`config.mk`:
```
export PLATFORM = sky130hd
export DESIGN_NAME = eth_rx_check
export DESIGN_NICKNAME = d
export VERILOG_FILES = /design/src/rtl/eth_rx_check.sv
export SDC_FILE = /design/constraint.sdc
export NUM_CORES = 1
export LEC_CHECK = 0
export ABC_CLOCK_PERIOD_IN_PS = 5360
export CAP_MARGIN = 20
export CORE_ASPECT_RATIO = 0.8
export CORE_MARGIN = 5
export CORE_UTILIZATION = 45
export CTS_BUF_LIST = sky130_fd_sc_hd__clkbuf_4 sky130_fd_sc_hd__clkbuf_8 sky130_fd_sc_hd__clkbuf_16
export CTS_CLUSTER_DIAMETER = 200
export DETAILED_ROUTE_END_ITERATION = 7
export GPL_ROUTABILITY_DRIVEN = 0
export GPL_TIMING_DRIVEN = 0
export HOLD_SLACK_MARGIN = 0.05
export PLACE_DENSITY = 0.67
export RECOVER_POWER = 100
export REMOVE_ABC_BUFFERS = 1
export SLEW_MARGIN = 10
export SYNTH_ARGS = -nofsm -noshare
export SYNTH_HDL_FRONTEND = slang
export SYNTH_SLANG_ARGS = --single-unit
```
`constraint.sdc`:
```
create_clock -name clk -period 5.36 [get_ports clk]
set_input_delay 1.072 -clock clk [delete_from_list [all_inputs] [get_ports clk]]
set_output_delay 1.072 -clock clk [all_outputs]
set_load 0.05 [all_outputs]
```
`src/rtl/eth_rx_check.sv`:
```
// Ethernet receive frame checker: strips the FCS through a 4-byte delay line and
// reports CRC, length and destination-address status once per frame.
module eth_rx_check #(
    parameter logic [47:0] LOCAL_MAC = 48'h0012_3456_7890,
    parameter int          MIN_LEN   = 64,
    parameter int          MAX_LEN   = 1518
) (
    input  logic        clk,
    input  logic        rst,
    input  logic [7:0]  rx_data,
    input  logic        rx_valid,
    input  logic        rx_sof,
    input  logic        rx_eof,
    output logic [7:0]  out_data,
    output logic        out_valid,
    output logic        out_sof,
    output logic        out_eof,
    output logic        frame_done,
    output logic        frame_good,
    output logic        crc_err,
    output logic        len_err,
    output logic        addr_miss,
    output logic [15:0] frame_len,
    output logic [15:0] ethertype,
    output logic [15:0] cnt_good,
    output logic [15:0] cnt_bad
);

    localparam logic [15:0] MIN_L = 16'(MIN_LEN);
    localparam logic [15:0] MAX_L = 16'(MAX_LEN);

    typedef enum logic [0:0] {
        ST_IDLE  = 1'b0,
        ST_FRAME = 1'b1
    } state_t;

    // MSB-first register with data bits fed LSB-first; FCS is its reflected complement
    function automatic logic [31:0] crc32_byte(input logic [31:0] crc, input logic [7:0] data);
        logic [31:0] c;
        c = crc;
        for (int i = 0; i < 8; i++) begin
            if (c[31] ^ data[i]) begin
                c = {c[30:0], 1'b0} ^ 32'h04C1_1DB7;
            end else begin
                c = {c[30:0], 1'b0};
            end
        end
        return c;
    endfunction

    function automatic logic [31:0] reflect32(input logic [31:0] v);
        logic [31:0] r;
        r = 32'h0000_0000;
        for (int i = 0; i < 32; i++) begin
            r[i] = v[31 - i];
        end
        return r;
    endfunction

    function automatic logic [7:0] mac_byte(input logic [2:0] idx);
        logic [7:0] b;
        case (idx)
            3'd0:    b = LOCAL_MAC[47:40];
            3'd1:    b = LOCAL_MAC[39:32];
            3'd2:    b = LOCAL_MAC[31:24];
            3'd3:    b = LOCAL_MAC[23:16];
            3'd4:    b = LOCAL_MAC[15:8];
            3'd5:    b = LOCAL_MAC[7:0];
            default: b = 8'h00;
        endcase
        return b;
    endfunction

    state_t      state_r, state_s;
    logic [15:0] len_r;
    logic [31:0] crc_r;
    logic [31:0] dly_r;
    logic [2:0]  cnt_r;
    logic        bc_r, lc_r;
    logic [15:0] et_r;

    logic        acc_s, emit_s, sof_out_s;
    logic [15:0] base_len_s, len_s, base_et_s, et_s;
    logic [31:0] base_crc_s, crc_s, base_dly_s, dly_s, fcs_s;
    logic [2:0]  base_cnt_s, cnt_s;
    logic        base_bc_s, base_lc_s, bc_s, lc_s, in_hdr_s;
    logic        crc_bad_s, len_bad_s, addr_bad_s, good_s;

    // Next-state logic: a start byte always (re)opens a frame, abort included
    always_comb begin
        state_s = state_r;
        case (state_r)
            ST_IDLE: begin
                if (rx_valid && rx_sof && !rx_eof) begin
                    state_s = ST_FRAME;
                end else begin
                    state_s = ST_IDLE;
                end
            end
            ST_FRAME: begin
                if (rx_valid && rx_eof) begin
                    state_s = ST_IDLE;
                end else begin
                    state_s = ST_FRAME;
                end
            end
            default: state_s = ST_IDLE;
        endcase
    end

    // Per-byte datapath: rebase on sof, then advance length/CRC/delay line/header trackers
    always_comb begin
        acc_s      = rx_valid && (rx_sof || (state_r == ST_FRAME));
        base_len_s = rx_sof ? 16'd0 : len_r;
        base_crc_s = rx_sof ? 32'hFFFF_FFFF : crc_r;
        base_dly_s = rx_sof ? 32'h0000_0000 : dly_r;
        base_cnt_s = rx_sof ? 3'd0 : cnt_r;
        base_bc_s  = rx_sof ? 1'b1 : bc_r;
        base_lc_s  = rx_sof ? 1'b1 : lc_r;
        base_et_s  = rx_sof ? 16'h0000 : et_r;

        emit_s    = (base_cnt_s == 3'd4);
        sof_out_s = emit_s && (base_len_s == 16'd4);
        crc_s     = emit_s ? crc32_byte(base_crc_s, base_dly_s[31:24]) : base_crc_s;
        len_s     = (base_len_s == 16'hFFFF) ? 16'hFFFF : (base_len_s + 16'd1);
        dly_s     = {base_dly_s[23:0], rx_data};
        cnt_s     = emit_s ? 3'd4 : (base_cnt_s + 3'd1);

        in_hdr_s = (base_len_s < 16'd6);
        bc_s     = base_bc_s && (!in_hdr_s || (rx_data == 8'hFF));
        lc_s     = base_lc_s && (!in_hdr_s || (rx_data == mac_byte(base_len_s[2:0])));

        if (base_len_s == 16'd12) begin
            et_s = {rx_data, base_et_s[7:0]};
        end else if (base_len_s == 16'd13) begin
            et_s = {base_et_s[15:8], rx_data};
        end else begin
            et_s = base_et_s;
        end

        // Held bytes n-4..n-1; the first received FCS byte is FCS[7:0]
        fcs_s      = {rx_data, base_dly_s[7:0], base_dly_s[15:8], base_dly_s[23:16]};
        crc_bad_s  = (len_s < 16'd4) || (fcs_s != reflect32(~crc_s));
        len_bad_s  = (len_s < MIN_L) || (len_s > MAX_L);
        addr_bad_s = (len_s < 16'd6) || !(bc_s || lc_s);
        good_s     = !(crc_bad_s || len_bad_s || addr_bad_s);
    end

    // State register
    always_ff @(posedge clk) begin
        if (rst) begin
            state_r <= ST_IDLE;
        end else begin
            state_r <= state_s;
        end
    end

    // Frame trackers, registered output stream, status and counters
    always_ff @(posedge clk) begin
        if (rst) begin
            len_r      <= 16'd0;
            crc_r      <= 32'hFFFF_FFFF;
            dly_r      <= 32'h0000_0000;
            cnt_r      <= 3'd0;
            bc_r       <= 1'b0;
            lc_r       <= 1'b0;
            et_r       <= 16'h0000;
            out_data   <= 8'h00;
            out_valid  <= 1'b0;
            out_sof    <= 1'b0;
            out_eof    <= 1'b0;
            frame_done <= 1'b0;
            frame_good <= 1'b0;
            crc_err    <= 1'b0;
            len_err    <= 1'b0;
            addr_miss  <= 1'b0;
            frame_len  <= 16'd0;
            ethertype  <= 16'h0000;
            cnt_good   <= 16'd0;
            cnt_bad    <= 16'd0;
        end else begin
            out_valid  <= acc_s && emit_s;
            out_sof    <= acc_s && sof_out_s;
            out_eof    <= acc_s && emit_s && rx_eof;
            frame_done <= acc_s && rx_eof;
            if (acc_s && emit_s) begin
                out_data <= base_dly_s[31:24];
            end
            if (acc_s && rx_eof) begin
                len_r      <= 16'd0;
                crc_r      <= 32'hFFFF_FFFF;
                dly_r      <= 32'h0000_0000;
                cnt_r      <= 3'd0;
                bc_r       <= 1'b0;
                lc_r       <= 1'b0;
                et_r       <= 16'h0000;
                frame_good <= good_s;
                crc_err    <= crc_bad_s;
                len_err    <= len_bad_s;
                addr_miss  <= addr_bad_s;
                frame_len  <= len_s;
                ethertype  <= (len_s >= 16'd14) ? et_s : 16'h0000;
                if (good_s) begin
                    cnt_good <= (cnt_good == 16'hFFFF) ? cnt_good : (cnt_good + 16'd1);
                end else begin
                    cnt_bad  <= (cnt_bad == 16'hFFFF) ? cnt_bad : (cnt_bad + 16'd1);
                end
            end else if (acc_s) begin
                len_r <= len_s;
                crc_r <= crc_s;
                dly_r <= dly_s;
                cnt_r <= cnt_s;
                bc_r  <= bc_s;
                lc_r  <= lc_s;
                et_r  <= et_s;
            end
        end
    end

endmodule

```
After elaboration in Yosys (flattened, before gate mapping)

Cells that the tools add are included.

Multiplexer cells: 25
Add/subtract/negate cells: 4
Reduce and logical (&&, ||, !) cells: 27
Multipliers: 0
Order comparisons: 6
Divide/modulo/power cells: 0
Shift operators: 0
Bitwise logic cells: 21
Equal/unequal tests: 15

Operators with widths:

| kind                                                                                  | number |
|---|---|
| 27-bit 2-to-1 mux                                                                     | 8 |
| 14-bit inverter                                                                       | 8 |
| 32-bit 2-to-1 mux                                                                     | 3 |
| 16-bit 2-to-1 mux                                                                     | 5 |
| 16-bit by 1-bit adder with 16-bit output (second input constant)                      | 3 |
| 16-bit == test (second input constant)                                                | 3 |
| 16-bit by 3-bit less-than comparator with 1-bit output (second input constant)        | 3 |
| 8-bit case mux with 5 select lines                                                    | 1 |
| 16-bit by 4-bit == test with 1-bit output (second input constant)                     | 2 |
| 32-bit inequality test                                                                | 1 |
| 32-bit inverter                                                                       | 1 |
| 16-bit by 3-bit == test with 1-bit output (second input constant)                     | 1 |
| 16-bit by 4-bit greater-or-equal comparator with 1-bit output (second input constant) | 1 |
| 16-bit by 11-bit > comparator with 1-bit output (second input constant)               | 1 |
| 16-bit by 7-bit less-than comparator with 1-bit output (second input constant)        | 1 |
| 1-bit logical AND                                                                     | 11 |
| 3-bit == test (second input constant)                                                 | 3 |
| 1-bit logical OR                                                                      | 9 |
| 8-bit == test                                                                         | 1 |
| 8-bit == test (second input constant)                                                 | 1 |
| 8-bit 2-to-1 mux                                                                      | 1 |
| 1-bit bitwise XOR                                                                     | 8 |
| 3-bit by 2-bit == test with 1-bit output (second input constant)                      | 2 |
| 3-bit 2-to-1 mux                                                                      | 2 |
| 8 further kinds                                                                       | 18 |

Output and inout bits: 80
RAM bits: 0
Memories kept: 0
ROM bits: 0
Register bits: 182
Latch bits: 0

Depth between registers and ports, before layout

Gate-level depths: netlist (run 1).

Word-level depth: 25
Depth in mapped cells: 22

Worst setup path before layout (run 1)

Ideal clock, no wire load.

Path kind: input to register
From: input port rx_sof
To: register cnt_bad[2]
Stages on the path: 20
Buffers on the path: 6
Required time: 5.237 ns
Setup time: 0.123 ns
Setup slack: -0.013 ns
Arrival: 5.250 ns
Path through: clkbuf_1 > clkbuf_1 > inv_1 > clkbuf_1 > clkbuf_1 > buf_1 > nand2_1 > inv_1 > ha_1 > nand2_1 > or3_1 > o31ai_1 > a211oi_1 > and4b_1 > nand3_1 > or4b_4 > nor4_4 > buf_6 > nor3_1 > mux2_1

Word-level cells in the longest chain between the ends: 22

RTL lines:

| what                                                                  | line     | text |
|---|---|---|
| from (decl)                                                           | 12       | `input logic rx_sof,` |
| 32-bit 2-to-1 mux (on tied branches)                                  | 115, 116 |  |
| 1-bit bitwise XOR / 14-bit inverter (equally long branches)           | --       |  |
| 27-bit 2-to-1 mux                                                     | 42       | `if (c[31] ^ data[i]) begin` |
| 27-bit 2-to-1 mux / 14-bit inverter (equally long branches)           | --       |  |
| 14-bit inverter (no line) / 27-bit 2-to-1 mux (equally long branches) | --       |  |
| 27-bit 2-to-1 mux / 14-bit inverter (equally long branches)           | --       |  |
| 14-bit inverter (no line) / 27-bit 2-to-1 mux (equally long branches) | --       |  |
| 27-bit 2-to-1 mux                                                     | 42       |  |
| [... 5 more ...]                                                      | --       |  |
| 14-bit inverter (no line)                                             | --       |  |
| 27-bit 2-to-1 mux                                                     | 42       |  |
| 32-bit 2-to-1 mux                                                     | 124      | `crc_s = emit_s ? crc32_byte(base_crc_s, base_dly_s[31:24]) : base_crc_s;` |
| 32-bit inverter                                                       | 143      | `crc_bad_s = (len_s < 16'd4) \|\| (fcs_s != reflect32(~crc_s));` |
| 32-bit inequality test                                                | 143      |  |
| 1-bit logical OR                                                      | 143      |  |
| 1-bit logical OR (2 in series)                                        | 146      | `good_s = !(crc_bad_s \|\| len_bad_s \|\| addr_bad_s);` |
| 3-bit AND reduction (no line) (*)                                     | --       |  |
| to (signal assigned)                                                  | 206      | `cnt_bad <= (cnt_bad == 16'hFFFF) ? cnt_bad : (cnt_bad + 16'd1);` |
| to (decl)                                                             | 26       | `output logic [15:0] cnt_bad` |

Mark *: on every way between the ends. The rest lies on a longest branch, timed or not.
A chain may end at the register's enable or synchronous reset.

Worst setup path in the final report (run 1)

From: input port rx_sof
To: register cnt_good[11]

Word-level cells in the longest chain between the ends: 23

RTL lines:

| what                                                                  | line     | text |
|---|---|---|
| 32-bit 2-to-1 mux (on tied branches)                                  | 115, 116 |  |
| 1-bit bitwise XOR / 14-bit inverter (equally long branches)           | --       |  |
| 27-bit 2-to-1 mux                                                     | 42       |  |
| 27-bit 2-to-1 mux / 14-bit inverter (equally long branches)           | --       |  |
| 14-bit inverter (no line) / 27-bit 2-to-1 mux (equally long branches) | --       |  |
| 27-bit 2-to-1 mux / 14-bit inverter (equally long branches)           | --       |  |
| 14-bit inverter (no line) / 27-bit 2-to-1 mux (equally long branches) | --       |  |
| 27-bit 2-to-1 mux                                                     | 42       |  |
| [... 6 more ...]                                                      | --       |  |
| 27-bit 2-to-1 mux                                                     | 42       |  |
| 32-bit 2-to-1 mux                                                     | 124      |  |
| 32-bit inverter                                                       | 143      |  |
| 32-bit inequality test                                                | 143      |  |
| 1-bit logical OR                                                      | 143      |  |
| 1-bit logical OR (2 in series)                                        | 146      |  |
| 1-bit inverter (no line)                                              | --       |  |
| 3-bit AND reduction (no line) (*)                                     | --       |  |
| to (signal assigned)                                                  | 204      | `cnt_good <= (cnt_good == 16'hFFFF) ? cnt_good : (cnt_good + 16'd1);` |
| to (decl)                                                             | 25       | `output logic [15:0] cnt_good,` |

Marked as above.

==> results of run 1 <==
==> layout make-up <==
cell class / count / area share (%)
clock inverters: 14 / 1.51
clock buffers: 18 / 3.61
multi-input cells: 923 / 52.0
repair buffers: 108 / 9.23
well taps: 306 / 3.14
inverters: 19 / 0.617
flip-flops and latches: 182 / 29.9
==> report_power, final <==
| part | leakage, nW | internal, W | switching, W |
|---|---|---|---|
| Clock | 0.310 | 0.000761 | 0.000603 |
| Sequential | 1.48 | 0.00138 | 0.0000283 |
| Combinational | 2.89 | 0.000117 | 0.000216 |
| Total | 4.68 | 0.00226 | 0.000848 |
==> flip-flops by register name, indices dropped and copies added (netlist names), 3 cells and up <==
name / cells
crc_r: 32
ethertype: 16
out_data: 8
cnt_r: 3
et_r: 16
dly_r: 32
cnt_good: 16
len_r: 16
frame_len: 16
cnt_bad: 16
==> cell usage in the layout, fill, tap and decap left out, drive strengths merged, types with 7 or more instances in the layout <==
| cell | netlist | routed |
|---|---|---|
| mux2 | 19 | 19 |
| o21ai | 47 | 47 |
| nand2 | 128 | 128 |
| a22oi | 25 | 25 |
| xor3 | 7 | 7 |
| xnor2 | 57 | 57 |
| nor3b | 20 | 20 |
| clkbuf | 81 | 23 |
| nand2b | 9 | 9 |
| dfxtp | 182 | 182 |
| xor2 | 25 | 25 |
| o31ai | 13 | 13 |
| and3 | 17 | 17 |
| a211oi | 47 | 47 |
| nor2b | 19 | 19 |
| ha | 9 | 9 |
| o22ai | 29 | 29 |
| dlygate4sd3 | 0 | 81 |
| mux2i | 15 | 15 |
| or4 | 8 | 8 |
| nor3 | 25 | 25 |
| nand3b | 8 | 8 |
| nand3 | 37 | 37 |
| nand4 | 26 | 26 |
| a21oi | 83 | 83 |
| nor4 | 14 | 15 |
| xnor3 | 24 | 24 |
| inv | 19 | 25 |
| buf | 19 | 13 |
| nor2 | 141 | 141 |
| clkdlybuf4s50 | 0 | 9 |
==> per-layer routing <==
layer,share of wire [%],global-route usage [%],routed length (µm)
met1,48,33.7,14300
met2,43,32.8,12900
met3,7.5,4.85,2260
met4,1.6,5.83,491
met5,0,0,0
==> metrics by stage <==
stage	total power, W	utilization, %	TNS, ps
floorplan	0.00163	-	-5840
global placement	0.00175	50.0	-748800
detailed placement	0.00177	51.2	-25060
CTS	0.00313	54.3	0
global route	0.00320	54.0	0
finish	0.00310	54.0	0
==> critical path, stage by stage <==
cell and delay [ps]:
buf_4 110, buf_16 310, clkinvlp_4 220, buf_16 200
nand2_1 130, ha_1 270, nand3b_1 270, nor2_1 290
nor3_1 90, a2111oi_1 510, a31oi_1 240, nor3_1 210
nand4_1 200, nor4_2 300, buf_4 220, buf_2 230
and3_1 190, mux2_2 320
==> logic make-up (layout without fill, tap and decap cells) <==
| kind of cell | Yosys count | count (layout) | synth area share, % |
|---|---|---|---|
| buffers and inverters | 119 | 159 | 4.51 |
| XOR/XNOR | 113 | 113 | 15.3 |
| adder cells (fa/ha/maj) | 9 | 9 | 1.09 |
| AND/OR/NAND/NOR | 474 | 475 | 22.3 |
| multiplexers | 34 | 34 | 3.51 |
| flip-flops | 182 | 182 | 35.1 |
| AO/OA/AOI/OAI | 292 | 292 | 18.1 |
==> worst min path at each step <==
stage / startpoint / end / slack (ps) / cells past startpoint
2_1_floorplan: cnt_r[0] / cnt_r[0] / 430 / 2
3_3_place_gp: ethertype[6] / ethertype[6] / 440 / 2
3_5_place_dp: out_data[0] / out_data[0] / 440 / 2
4_1_cts: out_data[0] / out_data[0] / 450 / 2
5_1_grt: out_data[6] / out_data[6] / 460 / 2
6_report: out_data[0] / out_data[0] / 450 / 2
==> timing repair <==
action | CTS | global route
setup buffers | 4 | 1
pin swaps | 2 | 0
gates resized for setup | 6 | 1
hold buffers | 0 | 0
setup endpoints to repair | 29 | 17
gates cloned | 1 | 0
==> impl_metrics.ini, run 1 <==
[power]
irDropWorstVdd_mv = 0.196
power_leakage_nw = 4.68
power.density_nw_per_um2 = 255

[sta]
fmax_mhz = 196
fin_skew_ps = 12.7
slew_viol_final = 97
rsz0062_at_grt = false
slew-limit-headroom_pct = -41.4
setup_viol = 0
period_minus_slack_ps = 5100
finalHoldViolations = 0
worstMarginPinSlew_ps = 2110
setup_slack_ps = 257
whs_ps = 448
finalCritPeriodShare_pct = 95.2

[critical_path]
crit_type = in2reg
critPathCapture = cnt_good[11]
cp-end-kind = register
r2r_end = cnt_good[11]
crit_start = rx_sof
r2r_slack_ps = 840
cp-start-kind = input port
worstPathArrival_ps = 5440
rr_worst_depth = 12
critPathRequiredTime_ps = 5690
path_max_fanout = 76
r2r_start = dly_r[29]

[cells_and_area]
n_fill_cell = 2131
final_cells = 1570
regArea_um2 = 3640
nNetsFinal = 1273
multi_input_area_um2 = 6330
final_cell_area_um2 = 12200
final_layout_size_suffix_gt1_share_pct = 7.36
antenna_cells = 0
area_growth_syn_to_layout_pct = 17.3

[grt]
grt_overflow = 0
grt_start_max_net_pins = 78
grt_pass1_vias = 8840
grt_use_total_pct = 22.5
antenna_found_initial = 0
grt_pass1_wl_um = 48900

[synthesis]
yosysMostFrequentCell = dfxtp_1
async_reset_ff_share_pct = 0
synth_area_um2 = 10400
synth_top_area_share_pct = 35.1
ys_seq_area_share_pct = 35.1
ys_ff_latch = 182
synthTopCellsByArea = dfxtp_1, nor2_1, xnor3_1
yosysTopAreaCell = dfxtp_1
synth_ff_type = dfxtp_1
ys.warnings.count = 0
syn_avg_cell_area_um2 = 8.48
yosysUniqueCellTypes = 72
synth_edf_count = 0
yosys-top-cells-count = dfxtp_1, nor2_1, nand2_1, a21oi_1, clkbuf_1
netlist_instances = 1223

[floorplan]
dieArea_um2 = 26200
die_w_um = 180
num_rows = 49
pin_count = 93
coreArea_um2 = 22600
die_h_um = 146
initial_core_util_pct = 46.0

[placement]
dp_hpwl_um = 19600
placed_area_um2 = 11600
portBuffers = 92
dp_cells = 1531
pre_cts_ws_ps = -1080

[worst_hold_path]
hp-class = reg2reg

[detailed_routing]
num_vias = 9244
drtPass1Iterations = 5
route.detailed.drc = 0
initialDrtViolationCount = 1123
wire_per_inst_um = 19.1
detail-route-antenna-nets = 0
wl_um = 29900
vias_per_cell = 5.89

[cts]
cts_max_level = 4
cts_buffers = 17
ctsLongestPathBuffers = 2
path_clk_slew_ps = 70
clock_latency_ps = 450
clock_sinks = 182
cts_tree = built
cts-root-buf = clkbuf_16

[outcome]
violations = max-capacitance violations, max-slew violations
status = finished, violations left

[flow_run]
maxCapViolCount = 2
Power figures use the tool's default switching activity.
==> run 2, diff against run 1 <==
ABC_AREA = 1   (was default)
CTS_CLUSTER_SIZE = 28   (was default)
PLACE_DENSITY = 0.72   (was 0.67)
==> run 2 against run 1 <==
- the run now ends clean
- via count is 24% higher
- synthesized cell count is 45% higher
- count of clock-buffer cells in the layout is 1 lower
- sequential power hardly changed
- final cell count is 36% higher
- core utilization is 0.31 points lower
- clock skew is 0.97 ps higher
- sequential share of layout area is 1.1 points lower
- global-route usage is 0.38 points higher
- clock power hardly changed
- cell area is 3.9% higher
- power is 5.1% higher
- critical path type unchanged
- highest routed layer unchanged
==> impl_metrics.ini, run 2 <==
[critical_path]
crit_top_cell = nand2_1
cpPeakStageDelay_ps = 510
cp_slowest_cell = inv_6
r2r_start = state_r
cp-start-kind = input port
r2r_end = crc_r[6]
cp-end-kind = register
r2r_slack_ps = 1170
crit_type = in2reg
path_max_fanout = 77
path_cells = buf_4 > buf_16 > inv_6 > nand2_1 > ha_1 > nand3_4 > inv_6 > nand2_1 > o21ai_0 > nand2_1 > nand2_1 > nand2_1 > nand2_1 > nand3_1 > nor2_1 > nand2_1 > nor2_4 > nand4_2 > nor2_4 > nand3_1 > nand2_1 > nor2_1
worstPathArrival_ps = 5400
critPathRequiredTime_ps = 5680
rr_worst_depth = 11

[grt]
grt_use_total_pct = 22.9
antenna_found_initial = 1
grt_pass1_vias = 10300
grt_overflow = 0
grt_start_max_net_pins = 78
grt_pass1_wl_um = 51700

[cts]
ctsLongestPathBuffers = 2
cts-root-buf = clkbuf_16
clock_sinks = 182
cts_tree = built
post_cts_buffers = 0
clock_latency_ps = 440
cts_max_level = 4
path_clk_slew_ps = 80
cts_buffers = 17

[floorplan]
die_w_um = 184
dieArea_um2 = 27400
coreArea_um2 = 23600
die_h_um = 149
initial_core_util_pct = 46.2
num_rows = 50
pin_count = 93

[placement]
pre_cts_ws_ps = -940
portBuffers = 92
dp_cells = 2103
dp_hpwl_um = 22100

[detailed_routing]
initialDrtViolationCount = 1135
route.detailed.drc = 0
wl_um = 32000
vias_per_cell = 5.35
wire_per_inst_um = 15.0
num_vias = 11400
drtPass1Iterations = 7
detail-route-antenna-nets = 0

[synthesis]
synth_edf_count = 0
synth_xor_area_share_pct = 1.75
yosysUniqueCellTypes = 43
syn_avg_cell_area_um2 = 6.16
synth_top_area_share_pct = 33.5
synthSimpleGateAreaFrac_pct = 39.2
yosysMostFrequentCell = nand2_1
ys.warnings.count = 0
synth_ff_type = dfxtp_1
synth-compound-area-share_pct = 13.6
async_reset_ff_share_pct = 0
synth_area_um2 = 10900
synthTopCellsByArea = dfxtp_1, nand2_1, nand3_1
synth_top_family_by_area = simple AND/OR/NAND/NOR gates
yosys-top-cells-count = nand2_1, inv_1, nand3_1, dfxtp_1, nor2_1
ys_ff_latch = 182
netlist_instances = 1768
synth_mux_area_share_pct = 0
synthAdderAreaFrac_pct = 1.03
yosysTopAreaCell = dfxtp_1
ys_seq_area_share_pct = 33.5

[sta]
finalSetupTns_ps = 0
slew_viol_final = 0
fin_skew_ps = 13.7
worstMarginPinSlew_ps = 915
slew-limit-headroom_pct = 38.8
period_minus_slack_ps = 5080
whs_ps = 449
finalHoldViolations = 0
setup_slack_ps = 278
rsz0062_at_grt = false
finalCritPeriodShare_pct = 94.8
fmax_mhz = 197
setup_viol = 0

[worst_hold_path]
hold_start = frame_len[3]
holdPathStages = 2
hold_end = frame_len[3]
hp-class = reg2reg

[cells_and_area]
n_fill_cell = 2316
nNetsFinal = 1834
largestRegisters = crc_r (32), dly_r (32)
final_layout_size_suffix_gt1_share_pct = 6.30
layout_commonest_cell = nand2_1
final_cells = 2138
fin_util_pct = 53.7
most-common-layout-cells = nand2_1, inv_1, nand3_1, dfxtp_1, nor2_1
area_growth_syn_to_layout_pct = 16.2

[outcome]
status = completed

[power]
power_leakage_nw = 5.74
power.density_nw_per_um2 = 258
irDropWorstVdd_mv = 0.202

[flow_run]
maxCapViolCount = 0
[run 2: logic make-up (layout without fill, tap and decap cells)]
kind of cell / after synthesis / after routing
AO/OA/AOI/OAI: 274 / 274
XOR/XNOR: 20 / 20
adder cells (fa/ha/maj): 9 / 9
buffers and inverters: 292 / 348
flip-flops: 182 / 182
other: 0 / 1
AND/OR/NAND/NOR: 991 / 992
[run 2: per-stage QoR]
| step | power [W] | cell area, µm² |
|---|---|---|
| after global placement | 0.00190 | 11800 |
| after CTS | 0.00327 | 12600 |
| after global routing | 0.00340 | 12700 |
| final | 0.00326 | 12700 |
| after floorplan | 0.00177 | 10500 |
| after detailed placement | 0.00192 | 12000 |
[run 2: power by group]
| group | internal [W] | leakage (nW) | switching [W] |
|---|---|---|---|
| registers | 0.00140 | 1.48 | 0.0000245 |
| logic | 0.000144 | 3.96 | 0.000337 |
| clock network | 0.000723 | 0.307 | 0.000640 |
[run 2: repair_timing]
item | 4_1_cts | 5_1_grt
endpoints found under the setup margin | 50 | 83
pin swaps | 1 | 0
gates resized for setup | 3 | 2
gates cloned | 1 | 0
hold buffers | 0 | 0
[run 2: per-layer routing]
layer	up-vias	GRT usage [%]	wire (µm)
li1	5731	-	-
met1	5234	32.8	15000
met2	425	35.3	13900
met3	43	4.17	2560
met4	0	6.17	561
met5	-	0	0
[run 2: cell type report]
type	instances	area, µm²	area share (%)
Tap cell	312	390	3.08
Sequential cell	182	3640	28.8
Clock inverter	15	205	1.62
Clock buffer	17	425	3.36
Timing Repair Buffer	99	1080	8.53
Antenna cell	1	2.50	0.0198
Multi-Input combinational cell	1295	6070	48.0
Inverter	217	833	6.58
[run 2: how the worst max path moves through the flow]
stage                   endpoint  slack, ps  cells past startpoint  startpoint
floorplan              crc_r[11]      -1930                     10    rx_valid
global placement       crc_r[22]      -7990                     11      rx_sof
global route        cnt_good[13]          2                     22      rx_sof
CTS                    crc_r[12]        110                     12    rx_valid
finish               cnt_good[9]        280                     22      rx_sof
detailed placement   cnt_good[5]       -940                     22      rx_sof
[run 2: worst max-delay path: cells and delay by family]
kind                       cells  cell delay (ps)
buffers and inverters          4             1190
AOI/OAI and AO/OA              1              120
and+or+nand+nor               16             2690
adders and majority gates      1              210
==> run 3, diff against run 2 <==
CAP_MARGIN = default   (was 20)
SETUP_SLACK_MARGIN = 0.05   (was default)
==> run 3 against run 2 <==
- cell area fell by 0.63%
- combinational power fell by 1%
- critical path depth fell by 10
- worst hold slack improved by 1.4 ps
- sequential share of layout area rose by 0.18 points
- non-clock buffer count fell by 2
- flip-flop and latch count did not move
- final cell count fell by 0.14%
- wire length fell by 1.9%
==> impl_metrics.ini, run 3 (synthesis results as in run 2) <==
[floorplan]
die_h_um = 149
dieArea_um2 = 27400
pin_count = 93
die_w_um = 184
num_rows = 50
initial_core_util_pct = 46.2
coreArea_um2 = 23600

[critical_path]
cp_slowest_cell = nor2_4
critPathRequiredTime_ps = 5650
path_cells = clkdlybuf4s50_1 > nand2_1 > clkinvlp_4 > nor2_4 > buf_12 > inv_4 > nand2_1 > inv_1 > nor2_4 > inv_4 > a21oi_1 > o21ai_0
worst-path-buf-inv = 6
cpPeakStageDelay_ps = 710
crit_type = in2reg
cp-start-kind = input port
worstPathArrival_ps = 5260
cp-end-kind = register
critPathTopFamily = buffers and inverters
path_max_fanout = 69

[cts]
cts_tree = built
cts_hold_buf = 0
path_clk_slew_ps = 80
ctsLongestPathBuffers = 2
post_cts_buffers = 0
cts_buffers = 17
clock_sinks = 182
cts_max_level = 4
cts-root-buf = clkbuf_16
clock_latency_ps = 440

[power]
power.density_nw_per_um2 = 253
irDropWorstVdd_mv = 0.221
power_w = 0.00318
power_leakage_nw = 5.71

[grt]
grt_use_total_pct = 23.0
grt_pass1_vias = 10400
antenna_found_initial = 0
grt_pass1_wl_um = 52200
grt_overflow = 0
grt_start_max_net_pins = 78

[cells_and_area]
final_layout_size_suffix_gt1_share_pct = 6.03
n_fill_cell = 2307
most-common-layout-cells = nand2_1, inv_1, nand3_1, dfxtp_1, nor2_1
layout_commonest_cell = nand2_1
final_cell_area_um2 = 12600
largestRegisters = crc_r (32), dly_r (32)
nNetsFinal = 1832
regArea_um2 = 3640
antenna_cells = 0
multi_input_area_um2 = 6060
final_cells = 2135
area_growth_syn_to_layout_pct = 15.5

[sta]
rsz0062_at_grt = false
setup_viol = 0
period_minus_slack_ps = 4970
setup_slack_ps = 387
slew-limit-headroom_pct = 15.8
fin_skew_ps = 18.5
worstMarginPinSlew_ps = 1260
fmax_mhz = 201
slew_viol_final = 0
finalHoldViolations = 0
finalCritPeriodShare_pct = 92.8

[placement]
placed_area_um2 = 12000
portBuffers = 92
pre_cts_ws_ps = -894
dp_cells = 2102
dp_hpwl_um = 21900

[detailed_routing]
route.detailed.drc = 0
wire_per_inst_um = 14.7
initialDrtViolationCount = 980
vias_per_cell = 5.30
num_vias = 11300
drtPass1Iterations = 6
wl_um = 31400
detail-route-antenna-nets = 0

[worst_hold_path]
hp-class = reg2reg

[outcome]
status = completed

[flow_run]
maxCapViolCount = 0
[run 3: cell count changes in the layout (fill, tap and decap cells not counted), sizes merged]
cell	before	now
buf	8	6
bufinv	2	0
clkinv	6	7
clkinvlp	2	3
diode	1	0
[run 3: repair_timing]
item                       in CTS  in global routing
gates cloned                    1                  0
gates resized for setup         3                  3
setup endpoints to repair      67                 85
pin swaps                       1                  0
[run 3: tightest hold or removal path, delay by kind of cell (launching register included)]
family	cells	cell delay, ps
DFF	1	310
and+or+nand+nor	2	110
[run 3: routing by layer]
layer / share of wire (%) / wire length (µm) / GRT usage, %
met1: 46 / 14400 / 33.1
met2: 44 / 13800 / 35.0
met3: 8.7 / 2750 / 4.95
met4: 1.4 / 454 / 5.73
met5: 0 / 0 / 0
[run 3: cell type report]
class,instances,area share [%]
repair buffers,97,8.28
multi-input cells,1295,48.2
inverters,217,6.65
clock buffers,17,3.38
flip-flops and latches,182,29.0
clock inverters,15,1.40
well taps,312,3.10
[run 3: path summary, 6_finish.rpt]
check                             startpoint           end  slack (ps)  cells after the start
worst max-delay path                rx_valid     crc_r[12]         390                     12
worst min-delay path            frame_len[3]  frame_len[3]         450                      2
worst max register to register       state_r     crc_r[12]        1220                     11
worst min register to register  frame_len[3]  frame_len[3]         450                      2
[run 3: through the flow]
step	TNS, ps	hold slack [ps]	util, %
floorplan	-188740	422	-
global placement	-1125900	430	50.1
detailed placement	-56120	440	50.7
CTS	0	457	53.3
global route	0	479	53.3
finish	0	450	53.3
[run 3: where the power goes]
group	leakage [nW]	total, W	internal (W)	switching (W)
registers	1.48	0.00142	0.00140	0.0000243
clock network	0.287	0.00128	0.000634	0.000648
logic	3.94	0.000475	0.000142	0.000333
total	5.71	0.00318	0.00217	0.00100
